<file path="config.mk">
export PLATFORM = sky130hd
export DESIGN_NAME = mac_mac_unit
export DESIGN_NICKNAME = d
export VERILOG_FILES = /design/src/rtl/mac_pkg.sv /design/src/rtl/mac_mul_add.sv /design/src/rtl/mac_mac_unit.sv
export SDC_FILE = /design/constraint.sdc
export NUM_CORES = 1
export LEC_CHECK = 0
export CORE_MARGIN = 3
export CORE_UTILIZATION = 35
export CTS_BUF_LIST = sky130_fd_sc_hd__clkbuf_8
export DETAILED_ROUTE_END_ITERATION = 12
export GPL_TIMING_DRIVEN = 1
export SLEW_MARGIN = 5
export SYNTH_ARGS = -nofsm -noshare
export SYNTH_HDL_FRONTEND = slang
export SYNTH_SLANG_ARGS = --single-unit
export TNS_END_PERCENT = 20
</file>
<file path="constraint.sdc">
create_clock -name clk -period 7.7 [get_ports clk]
set_input_delay 1.54 -clock clk [delete_from_list [all_inputs] [get_ports clk]]
set_output_delay 1.54 -clock clk [all_outputs]
set_load 0.05 [all_outputs]
</file>
<file path="src/rtl/mac_pkg.sv">
// Shared constants for the multiply-accumulate unit: operand widths and the
// encodings of the two feedback mux selects and the arithmetic mode.
package mac_pkg;

    localparam int IN_W  = 8;
    localparam int OUT_W = 17;

    localparam logic MUL_SEL_IN  = 1'b0;
    localparam logic MUL_SEL_FB  = 1'b1;

    localparam logic ADD_SEL_IN  = 1'b0;
    localparam logic ADD_SEL_ACC = 1'b1;

    localparam logic MODE_SOP    = 1'b0;
    localparam logic MODE_HORNER = 1'b1;

endpackage : mac_pkg

</file>
<file path="src/rtl/mac_mul_add.sv">
// Combinational MAC datapath: operand feedback muxes, full-width multiply and
// add, then modulo wrap (Horner mode) or saturation (sum-of-products mode).
module mac_mul_add #(
    parameter int IN_W  = mac_pkg::IN_W,
    parameter int OUT_W = mac_pkg::OUT_W
) (
    input  logic [IN_W-1:0]  i_in_1,
    input  logic [IN_W-1:0]  i_in_2,
    input  logic [IN_W-1:0]  i_in_add,
    input  logic             i_mode,
    input  logic             i_mul_sel,
    input  logic             i_add_sel,
    input  logic [OUT_W-1:0] i_acc,
    output logic [OUT_W-1:0] o_next
);
    import mac_pkg::*;

    localparam int PROD_W = OUT_W + IN_W;
    localparam int SUM_W  = PROD_W + 1;

    logic [OUT_W-1:0]  w_op_a;
    logic [OUT_W-1:0]  w_addend;
    logic [PROD_W-1:0] w_prod;
    logic [SUM_W-1:0]  w_sum;
    logic              w_overflow;

    assign w_op_a   = (i_mul_sel == MUL_SEL_FB)  ? i_acc : {{(OUT_W-IN_W){1'b0}}, i_in_1};
    assign w_addend = (i_add_sel == ADD_SEL_ACC) ? i_acc : {{(OUT_W-IN_W){1'b0}}, i_in_add};

    // Widths are chosen so neither the product nor the sum can lose a carry.
    assign w_prod = PROD_W'(w_op_a) * PROD_W'(i_in_2);
    assign w_sum  = SUM_W'(w_prod) + SUM_W'(w_addend);

    assign w_overflow = |w_sum[SUM_W-1:OUT_W];

    assign o_next = (i_mode == MODE_HORNER) ? w_sum[OUT_W-1:0]
                  : (w_overflow ? {OUT_W{1'b1}} : w_sum[OUT_W-1:0]);

endmodule : mac_mul_add

</file>
<file path="src/rtl/mac_mac_unit.sv">
// Multiply-accumulate unit top: a single result register fed by the
// combinational mac_mul_add datapath, with synchronous active-low reset.
module mac_mac_unit #(
    parameter int IN_W  = mac_pkg::IN_W,
    parameter int OUT_W = mac_pkg::OUT_W
) (
    input  logic             clk,
    input  logic             reset,
    input  logic [IN_W-1:0]  in_1,
    input  logic [IN_W-1:0]  in_2,
    input  logic [IN_W-1:0]  in_add,
    input  logic             mode,
    input  logic             mul_input_mux,
    input  logic             adder_input_mux,
    output logic [OUT_W-1:0] mac_output
);
    import mac_pkg::*;

    logic [OUT_W-1:0] r_acc;
    logic [OUT_W-1:0] w_next;

    mac_mul_add #(
        .IN_W  (IN_W),
        .OUT_W (OUT_W)
    ) u_mul_add (
        .i_in_1    (in_1),
        .i_in_2    (in_2),
        .i_in_add  (in_add),
        .i_mode    (mode),
        .i_mul_sel (mul_input_mux),
        .i_add_sel (adder_input_mux),
        .i_acc     (r_acc),
        .o_next    (w_next)
    );

    // NOTE: state updates use non-blocking assignment so every reader of r_acc
    // in this edge sees the pre-edge value; reset is sampled on the edge only.
    always_ff @(posedge clk) begin
        if (!reset) begin
            r_acc <= '0;
        end else begin
            r_acc <= w_next;
        end
    end

    assign mac_output = r_acc;

endmodule : mac_mac_unit

</file>
==> impl_metrics.yaml <==
run_status:
  outcome: "finished clean"
cells_and_area:
  num-fill-cells: 1673
  layout_common_cells: "inv_1, fa_1, nand2_1"
  fin_cells: 926
  antennaDiodeCount: 0
  layout.nets: 896
  syn2layout_area_growth_pct: 12.9
  final_common_cell: "inv_1"
  utilization: 0.408
  drive_gt1_frac: 0.0479
  largest_reg_flops: 17
yosys:
  syn_area_per_cell_um2: 8.56
  async_flop_share: 0
  yosysUniqueCellTypes: 49
  syn_nets: 860
  synth-seq-cells: 17
  synthFlopType: "dfxtp_1"
  netlist_instances: 675
  syn-cell-area_um2: 5780
  synth_edf_count: 0
  yosys_warnings: 0
  ys_seq_area_frac: 0.0589
clock_network:
  cts.sinks: 17
  clkSlewWorstSetupHoldPaths_ns: 0.07
  cts_tree: "built"
  cts_hold_buf: 0
  postCtsResizedCells: 0
  cts_root_buf: "clkbuf_8"
  postCtsSetupRepairBufs: 0
  cts_buffers: 3
  htreeDepth: 1
  clk_path_buf_depth: 2
  clock_latency_ns: 0.25
floorplanning:
  rows: 46
  dieArea_um2: 18100
  die_y_um: 134
  core_area_um2: 16000
  pin_count: 46
  die_w_um: 134
  initial_core_util: 0.361
timing:
  final.period_utilization: 0.916
  rsz0062_at_grt: "false"
  fin_skew_ns: 0.00218
  setup_tns_ns: 0
  tightest_slew_ns: 0.653
  clock.fmax_mhz: 142
  min_period_ns: 7.06
  max_slew_margin: 0.563
  setup_viol_count_final: 0
  hold_viol_final: 0
  slew_violations: 0
grt:
  grt_max_degree: 31
  grt_pass1_wl_mm: 25.0
  antenna_found_initial: 0
  gr-total-overflow: 0
  grt_pass1_vias: 4737
  track_usage: 0.167
critical_path:
  worstPathRequired_ns: 7.88
  crit_fanout: 30
  cp_cell_sequence: "clkbuf_2 -> mux2_2 -> and2_1 -> fa_1 -> fa_1 -> fa_1 -> inv_1 -> fa_1 -> inv_1 -> ha_1 -> o211ai_1 -> o21bai_2 -> a21boi_2 -> o31a_1 -> and3b_1 -> o32ai_1 -> nor4_4 -> buf_4 -> a31oi_1"
  rrSetupSlack_ns: 2.11
  critical_path_class: "input pin to flop"
  crit_top_cell: "fa_1"
  cp_top_family: "adder cells"
  slowest_stage: "fa_1"
  setup.worst_path.end_class: "flop"
  worstPathArrival_ns: 7.24
  critPathMaxStageDelay_ns: 0.57
  worstSetupStartpointType: "input pin"
  cp_num_buf_inv: 4
flow_run:
  max-cap-violations: 0
drt:
  wl_per_cell_um: 15.5
  via_count: 4566
  drc: 0
  first_pass_iters: 4
  wl_mm: 14.4
  drtIter0Drc: 196
  ant_nets: 0
  vias_per_cell: 4.93
place:
  placedCellCount: 922
  dpl.hpwl_mm: 12.1
  gp_congestion: 0.870
  numPortBuffers: 45
hold_path:
  worstHoldPathType: "flop to flop"
## through the flow
stage,hold WS (ns),area [um2],setup WS (ns)
after CTS,0.837,6520,0.585
after floorplan,1.15,5780,0.767
after global placement,0.803,6480,0.426
after global routing,0.939,6520,0.300
after detailed placement,0.820,6480,0.379
final,0.831,6520,0.644
## final timing paths
| check | start | to | cells after the start |
|---|---|---|---|
| hold / removal | mac_output[0]$_SDFF_PN0_ | mac_output[0]$_SDFF_PN0_ | 4 |
| setup reg to reg | mac_output[7]$_SDFF_PN0_ | mac_output[10]$_SDFF_PN0_ | 20 |
| hold reg to reg | mac_output[0]$_SDFF_PN0_ | mac_output[0]$_SDFF_PN0_ | 4 |
| setup / recovery | mul_input_mux | mac_output[10]$_SDFF_PN0_ | 19 |
## worst min-delay path, cell delays in order, from the launching register on
cell	delay, ns
dfxtp_1	0.35
mux2_2	0.16
ha_1	0.13
inv_1	0.04
a31oi_1	0.11
## logic make-up (layout without fill, tap and decap cells)
family                   after synthesis  count (layout)  share of synthesized area
flip-flops                            17              17                     0.0589
AO/OA/AOI/OAI                         86              86                     0.0975
XOR/XNOR                              16              16                     0.0243
adder cells (fa/ha/maj)              156             156                      0.477
buffers and inverters                152             187                      0.101
multiplexers                          18              18                     0.0329
AND/OR/NAND/NOR                      230             230                      0.209
## layout make-up
type,instances,area [um2],share of cell area
multi-input combinational,506,4850,0.744
timing repair buffer,58,543,0.0833
inverter,125,469,0.0719
sequential,17,340,0.0522
tap,216,270,0.0414
clock buffer,3,41.3,0.00633
clock inverter,1,3.75,0.000576
## cell usage after synthesis, types with 13 or more instances
master / instances / area, um2
fa_1: 107 / 2140
inv_1: 125 / 469
a31oi_1: 17 / 106
nand3_1: 14 / 70.1
o21ai_0: 13 / 65.1
and3_1: 41 / 257
nand2_1: 89 / 334
and2_1: 33 / 206
nor2b_1: 20 / 125
a21oi_1: 21 / 105
ha_1: 49 / 613
dfxtp_1: 17 / 340
clkbuf_1: 23 / 86.3
## per-layer routing
metal,track usage,wire [um],share of wire
met2,0.285,7090,0.49
met4,0.0238,113,0.0079
met3,0.00745,377,0.026
met1,0.242,6780,0.47
met5,0,0,0
Power is left out: the tool's default activity adds up to more than one toggle a clock period on the data nets, which glitch-free logic cannot reach.
